[config.mk]
export PLATFORM = sky130hd
export DESIGN_NAME = ndma_read_mgr_flat
export DESIGN_NICKNAME = d
export VERILOG_FILES = /design/src/rtl/ndma_read_mgr_if.sv /design/src/rtl/ndma_read_mgr.sv /design/src/flat_wrapper.sv
export SDC_FILE = /design/constraint.sdc
export NUM_CORES = 1
export LEC_CHECK = 0
export ABC_CLOCK_PERIOD_IN_PS = 1900
export CAP_MARGIN = 30
export CORE_MARGIN = 2
export CORE_UTILIZATION = 34
export DETAILED_ROUTE_END_ITERATION = 8
export GPL_ROUTABILITY_DRIVEN = 0
export MAX_ROUTING_LAYER = met4
export PLACE_DENSITY_LB_ADDON = 0.05
export SETUP_SLACK_MARGIN = 0.02
export SLEW_MARGIN = 5
export SYNTH_ARGS = -nofsm -noshare
export SYNTH_HDL_FRONTEND = slang
export SYNTH_SLANG_ARGS = --single-unit
export TNS_END_PERCENT = 20
[constraint.sdc]
create_clock -name clk_i -period 1.9 [get_ports clk_i]
set_input_delay 0.38 -clock clk_i [delete_from_list [all_inputs] [get_ports clk_i]]
set_output_delay 0.38 -clock clk_i [all_outputs]
set_load 0.05 [all_outputs]
[src/rtl/ndma_read_mgr_if.sv]
// OBI_BUS -- read-capable OBI A/R channel bundle.
//   A channel : req, gnt, addr, we, be, wdata, aid, a_optional
//   R channel : rvalid, rdata, err
// Modports:
//   Manager     -- issues A-channel requests, samples gnt and R-channel.
//   Subordinate -- answers requests with gnt and R-channel responses.
interface OBI_BUS;
  logic        req;
  logic        gnt;
  logic [31:0] addr;
  logic        we;
  logic [3:0]  be;
  logic [31:0] wdata;
  logic        aid;
  logic        a_optional;
  logic        rvalid;
  logic [31:0] rdata;
  logic        err;

  modport Manager (
    output req, addr, we, be, wdata, aid, a_optional,
    input  gnt, rvalid, rdata, err
  );

  modport Subordinate (
    input  req, addr, we, be, wdata, aid, a_optional,
    output gnt, rvalid, rdata, err
  );
endinterface

[src/rtl/ndma_read_mgr.sv]
// ndma_read_mgr -- single-outstanding OBI read manager.
// Accepts a consumer read request, issues one OBI read, holds the response
// until the consumer takes it. Back-to-back accept is possible in HOLD.
// Parameters:
//   ERR_RDATA : rdata_o returned with a locally generated error response.
// Ports:
//   clk_i, rst_ni      : clock, synchronous active-low reset
//   req_i, addr_i      : consumer request / byte address
//   acc_o              : request accepted this cycle
//   rvalid_o, rready_i : response handshake to consumer
//   rdata_o, err_o     : response data / error, valid with rvalid_o
//   busy_o             : transaction in flight or data held
//   read_mgr           : OBI_BUS.Manager read port
// Configuration macro:
//   NDMA_RD_MISALIGN_CHK_EN : reject addresses with addr_i[1:0]!=0 locally
//                             with an error response and no bus request.
module ndma_read_mgr #(
  parameter logic [31:0] ERR_RDATA = 32'h0000_0000
) (
  input  logic        clk_i,
  input  logic        rst_ni,
  input  logic        req_i,
  input  logic [31:0] addr_i,
  output logic        acc_o,
  output logic        rvalid_o,
  input  logic        rready_i,
  output logic [31:0] rdata_o,
  output logic        err_o,
  output logic        busy_o,
  OBI_BUS.Manager     read_mgr
);

  typedef enum logic [1:0] {IDLE, ADDR, RESP, HOLD} state_e;

  state_e      state_q, state_d;
  logic [31:0] addr_q,  addr_d;
  logic [31:0] rdata_q, rdata_d;
  logic        err_q,   err_d;
  logic        accept;

  always_ff @(posedge clk_i) begin
    if (!rst_ni) begin
      state_q <= IDLE;
      addr_q  <= '0;
      rdata_q <= '0;
      err_q   <= 1'b0;
    end else begin
      state_q <= state_d;
      addr_q  <= addr_d;
      rdata_q <= rdata_d;
      err_q   <= err_d;
    end
  end

  always_comb begin
    state_d = state_q;
    addr_d  = addr_q;
    rdata_d = rdata_q;
    err_d   = err_q;
    accept  = 1'b0;

    unique case (state_q)
      IDLE: accept = req_i;
      ADDR: if (read_mgr.gnt) state_d = RESP;
      RESP: begin
        if (read_mgr.rvalid) begin
          rdata_d = read_mgr.rdata;
          err_d   = read_mgr.err;
          state_d = HOLD;
        end
      end
      HOLD: begin
        if (rready_i) begin
          accept  = req_i;
          state_d = IDLE;
        end
      end
      default: state_d = IDLE;
    endcase

    // A new accept (from IDLE or a consumed HOLD) overrides the plain exit.
    if (accept) begin
      addr_d  = addr_i;
      state_d = ADDR;
`ifdef NDMA_RD_MISALIGN_CHK_EN
      if (addr_i[1:0] != 2'b00) begin
        rdata_d = ERR_RDATA;
        err_d   = 1'b1;
        state_d = HOLD;
      end
`endif
    end
  end

  // acc_o is the only output combinational in req_i; mask it while in reset.
  assign acc_o    = accept & rst_ni;
  assign busy_o   = (state_q != IDLE);
  assign rvalid_o = (state_q == HOLD);
  assign rdata_o  = (state_q == HOLD) ? rdata_q : '0;
  assign err_o    = (state_q == HOLD) ? err_q   : 1'b0;

  assign read_mgr.req        = (state_q == ADDR);
  assign read_mgr.addr       = addr_q;
  assign read_mgr.we         = 1'b0;
  assign read_mgr.be         = 4'hF;
  assign read_mgr.wdata      = '0;
  assign read_mgr.aid        = 1'b0;
  assign read_mgr.a_optional = 1'b0;

endmodule

[src/flat_wrapper.sv]
// flat-port wrapper written by rule: the top's interface ports become plain ports
module ndma_read_mgr_flat 
#(
  parameter logic [31:0] ERR_RDATA = 32'h0000_0000
)
  (clk_i, rst_ni, req_i, addr_i, acc_o, rvalid_o, rready_i, rdata_o, err_o, busy_o, read_mgr_req, read_mgr_addr, read_mgr_we, read_mgr_be, read_mgr_wdata, read_mgr_aid, read_mgr_a_optional, read_mgr_gnt, read_mgr_rvalid, read_mgr_rdata, read_mgr_err);
  OBI_BUS read_mgr_i ();
  input  logic clk_i;
  input  logic rst_ni;
  input  logic req_i;
  input  logic [31:0] addr_i;
  output logic acc_o;
  output logic rvalid_o;
  input  logic rready_i;
  output logic [31:0] rdata_o;
  output logic err_o;
  output logic busy_o;
  output wire logic [$bits(read_mgr_i.req)-1:0] read_mgr_req;
  output wire logic [$bits(read_mgr_i.addr)-1:0] read_mgr_addr;
  output wire logic [$bits(read_mgr_i.we)-1:0] read_mgr_we;
  output wire logic [$bits(read_mgr_i.be)-1:0] read_mgr_be;
  output wire logic [$bits(read_mgr_i.wdata)-1:0] read_mgr_wdata;
  output wire logic [$bits(read_mgr_i.aid)-1:0] read_mgr_aid;
  output wire logic [$bits(read_mgr_i.a_optional)-1:0] read_mgr_a_optional;
  input wire logic [$bits(read_mgr_i.gnt)-1:0] read_mgr_gnt;
  input wire logic [$bits(read_mgr_i.rvalid)-1:0] read_mgr_rvalid;
  input wire logic [$bits(read_mgr_i.rdata)-1:0] read_mgr_rdata;
  input wire logic [$bits(read_mgr_i.err)-1:0] read_mgr_err;
  assign read_mgr_req = read_mgr_i.req;
  assign read_mgr_addr = read_mgr_i.addr;
  assign read_mgr_we = read_mgr_i.we;
  assign read_mgr_be = read_mgr_i.be;
  assign read_mgr_wdata = read_mgr_i.wdata;
  assign read_mgr_aid = read_mgr_i.aid;
  assign read_mgr_a_optional = read_mgr_i.a_optional;
  assign read_mgr_i.gnt = read_mgr_gnt;
  assign read_mgr_i.rvalid = read_mgr_rvalid;
  assign read_mgr_i.rdata = read_mgr_rdata;
  assign read_mgr_i.err = read_mgr_err;
  ndma_read_mgr #(.ERR_RDATA(ERR_RDATA)) u_core (.clk_i(clk_i), .rst_ni(rst_ni), .req_i(req_i), .addr_i(addr_i), .acc_o(acc_o), .rvalid_o(rvalid_o), .rready_i(rready_i), .rdata_o(rdata_o), .err_o(err_o), .busy_o(busy_o), .read_mgr(read_mgr_i));
endmodule
==> flow_summary_export.csv <==
group,metric,value,unit
outcome,outcome,"finished, violations left",
outcome,violations,"setup timing",
route,drt_iter0_markers,46,
sta,setup_violations,1,
cts,htreeDepth,3,
setup_path,endpoint_kind,"primary output",
logic_synthesis,syn-cell-area,2960,µm²
cells_and_area,stdcell_area,4990,µm²
power_and_ir_drop,power-per-cell-area,1190,nW/µm²
setup_path,slowest_stage,"dfxtp_2",
setup_path,path_class,"reg2out",
logic_synthesis,avgSynthCellArea,9.25,µm²
sta,fin_ws,-0.0274,ns
logic_synthesis,synth_cells,320,
sta,finalCriticalPeriod,1.93,ns
route,ant_nets,0,
logic_synthesis,ys_types,24,
grt,grt_max_degree,38,
sta,final-hold-violation-count,0,
setup_path,path_max_fanout,3,
power_and_ir_drop,ir_worst_vdd,0.000701,V
cells_and_area,diodes,0,
route,viasPerCell,4.37,
setup_path,cp.buffers_inverters,2,
cells_and_area,fin_util,58.1,%
setup_path,max_stage_delay,0.36,ns
power_and_ir_drop,leakage,0.00223,µW
logic_synthesis,ys_warn_count,0,
grt,antenna_found_initial,0,
grt,grt_pass1_vias,2480,
cts,clk_pin_slew,0.07,ns
die,die_area,9470,µm²
grt,overflow,0,
hold_path,hold_class,"reg2reg",
die,start_util,34.4,%
cts,clockBufferDepth,2,
placed_design,port_buffers,139,
cts,clock_sinks,67,
route,route.detailed.drc,0,
cts,cts_tree,"yes",
cells_and_area,seqCellArea,1340,µm²
die,die_w,97.3,µm
cells_and_area,drive_gt1_share,17.9,%
setup_path,critPathRequiredTime,1.52,ns
die,die_h,97.3,µm
placed_design,dpl.hpwl,5310,µm
sta,rsz0062_at_grt,"yes",
die,pin_count,179,
grt,grt_pass1_wl,12100,µm
setup_path,worstPathArrival,1.55,ns
cts,cts_buffers,9,
cts,root_buffer,"clkbuf_8",
placed_design,placed_area,4660,µm²
sta,post-route-period-util,101,%
placed_design,place_ws,0.0278,ns
route,drt_wl_total,7430,µm
logic_synthesis,ys_ff_latch,67,
cts,clock_latency,0.34,ns
sta,tightest_slew,0.523,ns
grt,grt_use_total,16.3,%
sta,fin_skew,0.00599,ns
setup_path,worst_setup_path_start_kind,"register",
cells_and_area,nFillCells,780,
cells_and_area,syn2layout_area_growth,68.8,%
route,wire_per_inst,12.9,µm
cells_and_area,multiInputGateArea,1370,µm²
setup_path,path_cells,"inv_2 > ha_4 > nand2b_4 > nor3b_4 > buf_12",
sta,timing.fmax,519,MHz
route,first_pass_iters,6,
cells_and_area,fin_nets,541,
sta,relSlewSlack,65.1,%
logic_synthesis,synth-seq-area-share,45.3,%
setup_path,critPathTopFamily,"simple AND/OR/NAND/NOR gates",
die,fp-row-count,34,
sta,drv_slew,0,
flow_run,drv_cap,0,
die,core_area,8590,µm²
route,dr_total_vias,2523,
==> power by group <==
group          total [µW]  switching, µW  internal (µW)
clock network        1460            551            910
logic                2630           1660            968
registers            1860            147           1710
==> path summary, 6_finish.rpt <==
check                startpoint                 end  slack [ns]  cells after the start
max           u_core.state_q[1]               acc_o       -0.03                      5
min          u_core.rdata_q[16]  u_core.rdata_q[16]        0.46                      2
max reg2reg   u_core.state_q[0]   u_core.state_q[0]        0.14                      6
min reg2reg  u_core.rdata_q[16]  u_core.rdata_q[16]        0.46                      2
==> layer usage <==
layer	GRT usage (%)	vias up	wire [µm]
met1	19.4	1139	3230
met3	3.60	8	468
met2	27.0	99	3640
met5	-	-	0
li1	-	1277	-
met4	6.41	0	102
==> sequential cells by signal, indices dropped and copies added (netlist names) <==
| register | cells |
|---|---|
| u_core.rdata_q | 32 |
| u_core.read_mgr.addr | 32 |
| u_core.state_q | 2 |
| u_core.err_q | 1 |
==> cells in the mapped netlist <==
library cell,instances,share of area [%]
buf_2,6,1.0
inv_1,3,0.38
buf_4,39,9.9
nand2b_1,5,1.1
dfxtp_1,67,45
and4_1,1,0.30
o21ai_0,1,0.17
o21a_1,1,0.25
a21oi_2,1,0.30
nand2_1,67,8.5
conb_1,2,0.25
a22o_1,32,9.5
or3_1,1,0.21
and3_1,2,0.42
buf_6,3,1.1
a211oi_1,1,0.25
and2_1,34,7.2
nor3b_4,1,0.63
clkbuf_1,10,1.3
a41oi_1,2,0.59
a21boi_0,33,8.4
buf_1,1,0.13
a221o_1,1,0.34
ha_1,6,2.5
==> cells in the final DEF, fill, tap and decap left out, types with 4 or more instances in the layout <==
master,Yosys,layout
clkdlybuf4s50_1,0,70
and2_1,34,34
ha_1,6,4
buf_12,0,38
dlymetal6s2s_1,0,10
nand2b_1,5,4
buf_4,39,21
clkbuf_8,0,10
nand2_1,67,67
a21boi_0,33,33
conb_1,2,39
a22o_1,32,32
dlygate4sd2_1,0,16
dfxtp_1,67,65
==> metrics by stage <==
stage	hold WS [ns]	power, µW	setup TNS, ns	instances
detailed placement	0.453	4480	0	556
finish	0.458	5950	-0.0274	577
CTS	0.463	6010	-0.0623	576
global placement	0.444	4460	0	556
global route	0.480	6280	-0.205	577
floorplan	0.439	3650	0	357
==> final cells by class <==
cell class                 count  share of cell area [%]
clock inverter                 6                    2.25
inverter                       3                   0.225
timing repair buffer         155                    37.7
tap                          108                    2.71
multi-input combinational    228                    27.4
clock buffer                  10                    2.76
sequential                    67                    26.9
==> kinds of logic after synthesis <==
logic type	Yosys count	synth area share, %
compound gates	72	19.7
buf+inv	62	13.8
fa+ha+maj	6	2.54
simple gates	111	18.3
flops	67	45.3
other cells	2	0.254
==> worst min-delay path: cells and delay by family, from the launching register on <==
family,cells,cell delay (ns)
AND/OR/NAND/NOR,1,0.04
AO/OA/AOI/OAI,1,0.06
flip-flops,1,0.31
==> timing repair <==
action                                  4_1_cts  5_1_grt
resized for setup                            25       11
endpoints found under the setup margin       44       44
pin swaps                                     2        1
hold buffers                                  0        0
gates cloned                                  0        0
buffers inserted                              4        1
hold endpoints to repair                      0        0
No activity file was read; power rests on OpenSTA's default activity.
